**config.mk**
```make
export PLATFORM = sky130hd
export DESIGN_NAME = uart_out_linebuf
export DESIGN_NICKNAME = d
export VERILOG_FILES = /design/src/rtl/uart_out_linebuf.sv
export SDC_FILE = /design/constraint.sdc
export NUM_CORES = 1
export LEC_CHECK = 0
export BUFFER_PORTS_ARGS = -buffer_cell sky130_fd_sc_hd__buf_2
export CORE_UTILIZATION = 45
export CTS_CLUSTER_DIAMETER = 40
export DETAILED_ROUTE_END_ITERATION = 10
export GPL_TIMING_DRIVEN = 1
export PLACE_DENSITY = 0.68
export SETUP_SLACK_MARGIN = 0.3
export SLEW_MARGIN = 20
export SYNTH_ARGS = -nofsm -noshare
export SYNTH_HDL_FRONTEND = slang
export SYNTH_SLANG_ARGS = --single-unit
```
**constraint.sdc**
```tcl
create_clock -name clock -period 4.5 [get_ports clock]
set_input_delay 1.35 -clock clock [delete_from_list [all_inputs] [get_ports clock]]
set_output_delay 1.35 -clock clock [all_outputs]
set_load 0.01 [all_outputs]
```
**src/rtl/uart_out_linebuf.sv**
```systemverilog
// uart_out_linebuf
//
// Line-assembling buffer between the DUT UART output and the simulation-top
// character printer. Characters are collected in a FIFO and only become
// visible on the output stream once a chunk is committed. A chunk is
// committed by a newline, by the FIFO filling up, or by the DUT staying
// quiet for IDLE_FLUSH cycles while uncommitted characters are held.
//
// Parameters:
//   DEPTH      - FIFO entries, power of two, >= 4
//   IDLE_FLUSH - idle cycles with pending characters before a forced commit, >= 2
//
// Ports:
//   clock     - clock
//   reset     - synchronous, active-low reset
//   in_valid  - DUT character present this cycle (no backpressure)
//   in_ch     - DUT character
//   out_valid - a committed character is available
//   out_ch    - committed character, 8'h00 when out_valid is low
//   out_last  - character closes a committed chunk, 0 when out_valid is low
//   out_ready - printer accepts the character
//   drop_cnt  - characters dropped on a full FIFO, saturating
//   line_cnt  - chunks committed, wrapping
//
// Build option:
//   UART_LINEBUF_CR_STRIP_EN - when defined, 8'h0D is discarded on input
//   (never stored, never counted as dropped, does not restart the idle timer).

module uart_out_linebuf #(
    parameter int DEPTH      = 64,
    parameter int IDLE_FLUSH = 1024
) (
    input  logic        clock,
    input  logic        reset,
    input  logic        in_valid,
    input  logic [7:0]  in_ch,
    output logic        out_valid,
    output logic [7:0]  out_ch,
    output logic        out_last,
    input  logic        out_ready,
    output logic [31:0] drop_cnt,
    output logic [31:0] line_cnt
);

    localparam int AW = $clog2(DEPTH);
    localparam int PW = AW + 1;
    localparam int TW = $clog2(IDLE_FLUSH) + 1;

    localparam logic [PW-1:0] DEPTH_P   = PW'(DEPTH);
    localparam logic [PW-1:0] DEPTH_M1  = PW'(DEPTH - 1);
    localparam logic [TW-1:0] TIMER_MAX = TW'(IDLE_FLUSH - 1);

    typedef enum logic {
        ST_EMPTY,
        ST_COLLECT
    } idle_state_t;

    logic [8:0]    mem [DEPTH];
    logic [PW-1:0] wr_ptr;
    logic [PW-1:0] cm_ptr;
    logic [PW-1:0] rd_ptr;
    logic [PW-1:0] count;
    logic [AW-1:0] wr_idx;
    logic [AW-1:0] rd_idx;
    logic [AW-1:0] prev_idx;

    idle_state_t   state;
    idle_state_t   state_next;
    logic [TW-1:0] timer;
    logic [TW-1:0] timer_next;

    logic ch_accept;
    logic full;
    logic wr_en;
    logic drop;
    logic rd_en;
    logic nl_commit;
    logic full_commit;
    logic idle_expire;
    logic commit;
    logic idle_mark;
    logic [8:0] head;

`ifdef UART_LINEBUF_CR_STRIP_EN
    assign ch_accept = in_valid && (in_ch != 8'h0D);
`else
    assign ch_accept = in_valid;
`endif

    assign count    = wr_ptr - rd_ptr;
    assign full     = (count == DEPTH_P);
    assign wr_idx   = wr_ptr[AW-1:0];
    assign rd_idx   = rd_ptr[AW-1:0];
    assign prev_idx = wr_idx - AW'(1);

    // Full is judged on the pre-read occupancy, so a same-cycle read does
    // not rescue a character arriving at a full FIFO.
    assign wr_en = ch_accept && !full;
    assign drop  = ch_accept && full;
    assign rd_en = out_valid && out_ready;

    assign nl_commit   = wr_en && (in_ch == 8'h0A);
    assign full_commit = wr_en && (count == DEPTH_M1);
    assign idle_expire = (state == ST_COLLECT) && (timer == TIMER_MAX);
    assign commit      = nl_commit || full_commit || idle_expire;

    // An expiry coinciding with a write closes the chunk on the new entry;
    // otherwise the last bit is patched into the newest stored entry.
    assign idle_mark = idle_expire && !wr_en;

    always_ff @(posedge clock) begin
        if (!reset) begin
            state <= ST_EMPTY;
            timer <= '0;
        end else begin
            state <= state_next;
            timer <= timer_next;
        end
    end

    always_comb begin
        state_next = state;
        timer_next = timer;
        if (commit) begin
            state_next = ST_EMPTY;
            timer_next = '0;
        end else if (wr_en) begin
            state_next = ST_COLLECT;
            timer_next = '0;
        end else if (state == ST_COLLECT) begin
            timer_next = timer + TW'(1);
        end else begin
            timer_next = '0;
        end
    end

    always_ff @(posedge clock) begin
        if (!reset) begin
            wr_ptr   <= '0;
            cm_ptr   <= '0;
            rd_ptr   <= '0;
            drop_cnt <= '0;
            line_cnt <= '0;
        end else begin
            if (wr_en) begin
                wr_ptr <= wr_ptr + PW'(1);
            end
            if (commit) begin
                cm_ptr   <= wr_en ? (wr_ptr + PW'(1)) : wr_ptr;
                line_cnt <= line_cnt + 32'd1;
            end
            if (rd_en) begin
                rd_ptr <= rd_ptr + PW'(1);
            end
            if (drop && (drop_cnt != 32'hFFFF_FFFF)) begin
                drop_cnt <= drop_cnt + 32'd1;
            end
        end
    end

    // Storage carries no reset; visibility is governed purely by the pointers.
    always_ff @(posedge clock) begin
        if (reset) begin
            if (wr_en) begin
                mem[wr_idx] <= {commit, in_ch};
            end else if (idle_mark) begin
                mem[prev_idx][8] <= 1'b1;
            end
        end
    end

    assign head      = mem[rd_idx];
    assign out_valid = (rd_ptr != cm_ptr);
    assign out_ch    = out_valid ? head[7:0] : 8'h00;
    assign out_last  = out_valid ? head[8] : 1'b0;

endmodule

```
-- Yosys cells after proc, flatten, opt, wreduce, memory -nomap -nowiden
Memory sizes are Yosys's and may differ from the RTL's. A register that Yosys moved wholly into a read port is not among the register bits.
Index checks and enable logic that the tools add are counted.
- flip-flop bits (word level): 97
- memory bits (writable): 576
- input bits: 12
- output and inout bits: 74
- logic and storage cells: 53
- memories kept: 1
- memories (memory ; words ; width ; read ports ; clocked after memory_dff ; wr ports ; line ; source):
    mem ; 64 ; 9 ; 1 ; 1 ; 1 ; 58 ; logic [8:0] mem [DEPTH];
- add/subtract/negate cells: 7
- eq/ne operators: 6
- mux-type cells: 15
- bitwise operators: 2
- reduce and logical (&&, ||, !) cells: 15
- operators with widths (operator ; number):
    adder 32 x 1 -> 32 bit (second input constant) ; 2
    != test 32 bit (second input constant) ; 1
    two-way mux 6 bit ; 3
    adder 7 x 1 -> 7 bit (second input constant) ; 2
    adder 11 x 1 -> 11 bit (second input constant) ; 1
    == test 11 x 10 -> 1 bit (second input constant) ; 1
    two-way mux 9 bit ; 1
    OR reduction 9 bit ; 1
    == test 8 x 4 -> 1 bit (second input constant) ; 1
    logical AND 1 bit ; 8
    two-way mux 1 bit ; 8
    two-way mux 8 bit ; 1
    == test 7 x 6 -> 1 bit (second input constant) ; 1
    == test 7 bit (second input constant) ; 1
    two-way mux 7 bit ; 1
    != test 7 bit ; 1
    subtractor 7 bit ; 1
    subtractor 6 x 1 -> 6 bit (second input constant) ; 1
    OR reduction 4 bit ; 1
    logical NOT 1 bit ; 2
    logical OR 1 bit ; 2
    two-way mux 2 bit ; 1
    NOT 1 bit ; 2
    OR reduction 2 bit ; 1

-- Depth between registers and ports, before layout
- depth after elaboration: 12
- mapped depth: 14
- gate-level depth less buffers: 12

-- Worst setup path after synthesis
No wires, ideal clock.
- path kind: reg-to-output
- start point: register (tool-made name)
- end point: output port out_ch[0]
- arrival time: 2.829 ns
- required time: 3.150 ns
- path slack: 0.321 ns
- stages on the path, launching flop included: 8
- path buffers: 3
- cell sequence: dfxtp_1 > clkbuf_1 > buf_1 > buf_2 > mux4_2 > mux4_2 > mux4_2 > nor2b_1
- RTL lines (what ; line ; source):
    to (decl) ; 38 ; output logic [7:0] out_ch,

==> metrics.txt <==
gr ovfl total=0; ys flop type=edfxtp_1; Max IR drop VDD=around 0.33 mV; area of the multi-input gates=roughly 0.0085 sq mm; Hold-fix buffers, CTS=0; Final setup viols=9; Final nets=roughly 1900; register area=around 0.019 sq mm; GRT Resource Usage Total=0.210; clk sink count=approximately 680; WL per Instance=around 23 um; status=complete, but fails checks; Buffers & Inverters on Critical Path=3; Area contributors post-synth=edfxtp_1, mux4_2, dfxtp_1, nor2_1, xnor2_1; Rows=91; Antenna Cells=0; register bit total from synthesis=roughly 680; crit path capture type=primary output; Fill cells=4787; Initial Util=0.455; CP max-delay cell=mux4_2; global-route wire length before repair=between 90 and 100 mm; share of flip-flops with an asynchronous set or reset=0; Hold Crit Class=flop to flop; Worst-path clk slew=50 ps; Clock power frac=0.496; RSZ-0062 raised after global routing=true; CTS Buffer Depth=3; Levels on crit path=7; most frequent cells after synthesis=edfxtp_1, nor2_1, mux4_2; worst reg2reg setup slack=around 480 ps; CP top delay family=multiplexers; Port Buffers=85; vias in the first global route=16200; CP arrival=around 3300 ps; core area=slightly above 0.06 sq mm; combinational power share=0.035; total net switching power=0.00317 W; die extent in x=252 um; routed vias/inst=around 5.7; Area Growth Syn to Fin=20.2%; worst-case clock skew=29.5 ps; post-synthesis sequential area ratio=0.687; Startpoint Class=flop; PwrDens=around 430 mW/mm^2; Crit Reg-Reg Endpoint=mem[17][4]$_DFFE_PP_; switch share=0.218; Iter 0 DRT Violations=about 1300; number of max-cap violations=0; Static Leakage=around 11 nW; H-tree Lvls=3; fin crit share=1.04; Pint=0.0114 W; Residual DRC=0; Worst Setup Path Type=flop to primary output; number of I/O pins=86; Rel. slew slack=0.334; crit-path max FO=10; via count=16100; Reg2Reg Depth=14; Clk Latency, worst-skew pair=about 660 ps; final hold violations=0; cell taking the most area after synthesis=edfxtp_1; post-route setup slack=-193 ps; Num CTS Buffers=93; GP Congestion=between 0.8 and 0.9; Post-Synthesis Cell Area=around 0.028 sq mm; detailed placer's ending HPWL=39.9 mm; antenna viol nets, final=0; fmax=approximately 0.21 GHz; CTS tree=yes; number of synthesized flops with an enable pin=576; failing checks=negative setup slack; post-synthesis instance total=about 1700; WHS Path Cells=2; Synth top area share=0.614; synth unique cells=between 60 and 70; Crit path largest cell delay=about 600 ps; largest net degree at the start of global routing=71; antenna violations before repair=2; Worst EP required=~3200 ps; total die area=about 0.064 sq mm; Final Max Slew Viols=0; count leader, synth=edfxtp_1; Reg power frac=0.469; Mapped Nets=between 1500 and 2000; most used cell, CP=mux4_2; worst hold slack=about 490 ps; Total Wirelength=about 66 mm; reg2reg start=rd_ptr[0]$_SDFFE_PN0P_; Design Power=0.0146 W; Worst setup endpoint=out_ch[3]; share of cells above drive strength 1=0.316; fin crit period=approximately 4700 ps; DIE HEIGHT=~250 um; DRT Pass-1 Iters=5; Synth Warn #=0; Slew @ Worst Pin=1000 ps; root buffer cell=clkbuf_16; CP Cell Sequence=clkbuf_16 > buf_16 > mux4_2 > mux4_2 > mux4_2 > nor2b_1 > buf_2; Avg Inst Size Synth=between 15 and 20 sq um
-- power by group through the flow --
stage | Clock (W) | Sequential (W) | Combinational (W)
2_1_floorplan | 0 | 0.00696 | 0.000307
3_3_place_gp | 0 | 0.00696 | 0.000463
6_report | 0.00723 | 0.00683 | 0.000513
5_1_grt | 0.00757 | 0.00683 | 0.000553
3_5_place_dp | 0 | 0.00696 | 0.000476
4_1_cts | 0.00733 | 0.00683 | 0.000499
-- cells by family (layout without fill, tap and decap cells) --
| group | count (synthesis) | after routing | share of synthesized area |
|---|---|---|---|
| AOI/OAI and AO/OA | 127 | 127 | 0.0349 |
| xor gates and xnor gates | 55 | 55 | 0.0171 |
| adders and majority gates | 13 | 13 | 0.00604 |
| buffers and inverters | 111 | 414 | 0.0163 |
| DFF | 679 | 679 | 0.687 |
| muxes | 202 | 202 | 0.156 |
| and+or+nand+nor | 474 | 474 | 0.0822 |
-- sequential cells by signal, indices dropped and copies added, names as in the netlist, named ones only --
name,count
cm_ptr,7
state,1
rd_ptr,7
line_cnt,32
drop_cnt,32
mem,576
wr_ptr,7
timer,11
-- tightest hold or removal path, cell delays in order (launching register included) --
cell and delay, ps:
dfxtp_1 330, nand2_1 60, o21bai_1 50
-- per-layer routing --
metal | GRT usage | share of wire
met5 | 0 | 0.00017
met4 | 0.0741 | 0.029
met3 | 0.0494 | 0.079
met2 | 0.343 | 0.49
met1 | 0.277 | 0.40
-- cell usage in the layout, fill, tap and decap left out, types with 9 or more instances in the layout --
cell | netlist | layout
edfxtp_1 | 576 | 576
xnor2_1 | 40 | 40
mux4_2 | 189 | 189
mux2i_1 | 12 | 11
nor2_2 | 0 | 9
o21ai_0 | 18 | 18
and3_1 | 12 | 12
buf_4 | 6 | 99
nand3_1 | 33 | 33
inv_1 | 27 | 27
inv_6 | 0 | 9
clkinv_1 | 3 | 13
nor3_1 | 19 | 18
nand2_1 | 62 | 62
buf_12 | 0 | 9
nor2b_1 | 13 | 13
clkinvlp_4 | 0 | 11
clkinv_2 | 0 | 12
buf_2 | 10 | 86
dfxtp_1 | 103 | 98
nand4_1 | 26 | 26
clkbuf_16 | 0 | 97
nor2_1 | 211 | 202
a21oi_1 | 31 | 30
nand2b_1 | 22 | 20
ha_1 | 12 | 12
or3_1 | 19 | 19
xor2_1 | 15 | 15
nor4_1 | 14 | 13
-- cell type report --
type                            instances  share of cell area
Sequential cell                       679               0.572
Timing Repair Buffer                  213              0.0514
Inverter                               30             0.00333
Clock inverter                         69              0.0216
Multi-Input combinational cell        871               0.250
Tap cell                              837              0.0309
Clock buffer                          102              0.0707
-- worst min path at each step --
stage | startpoint | endpoint
floorplan | timer[0]$_SDFF_PP0_ | timer[0]$_SDFF_PP0_
global placement | line_cnt[29]$_SDFFE_PN0P_ | line_cnt[29]$_SDFFE_PN0P_
detailed placement | line_cnt[29]$_SDFFE_PN0P_ | line_cnt[29]$_SDFFE_PN0P_
CTS | line_cnt[29]$_SDFFE_PN0P_ | line_cnt[29]$_SDFFE_PN0P_
global route | line_cnt[29]$_SDFFE_PN0P_ | line_cnt[29]$_SDFFE_PN0P_
finish | line_cnt[29]$_SDFFE_PN0P_ | line_cnt[29]$_SDFFE_PN0P_
-- repair_timing --
action                                 in CTS  in global routing
pin swaps                                   0                  2
endpoints found under the hold margin       0                  0
cloned                                      4                  4
setup buffers                               5                  6
gates resized for setup                    15                 25
setup endpoints to repair                 179                445
-- stage by stage --
stage / std cells / cell area (sq um) / utilization / setup TNS (ps) / setup WS (ps)
4_1_cts: 2791 / 33600 / 0.544 / -1470 / -187
2_1_floorplan: 1661 / 28200 / - / 0 / 321
6_report: 2801 / 33900 / 0.548 / -1230 / -193
3_5_place_dp: 2611 / 30300 / 0.490 / 0 / 209
3_3_place_gp: 2611 / 30300 / 0.490 / 0 / 249
5_1_grt: 2801 / 33900 / 0.548 / -1910 / -227
No activity file was read; power rests on OpenSTA's default activity.
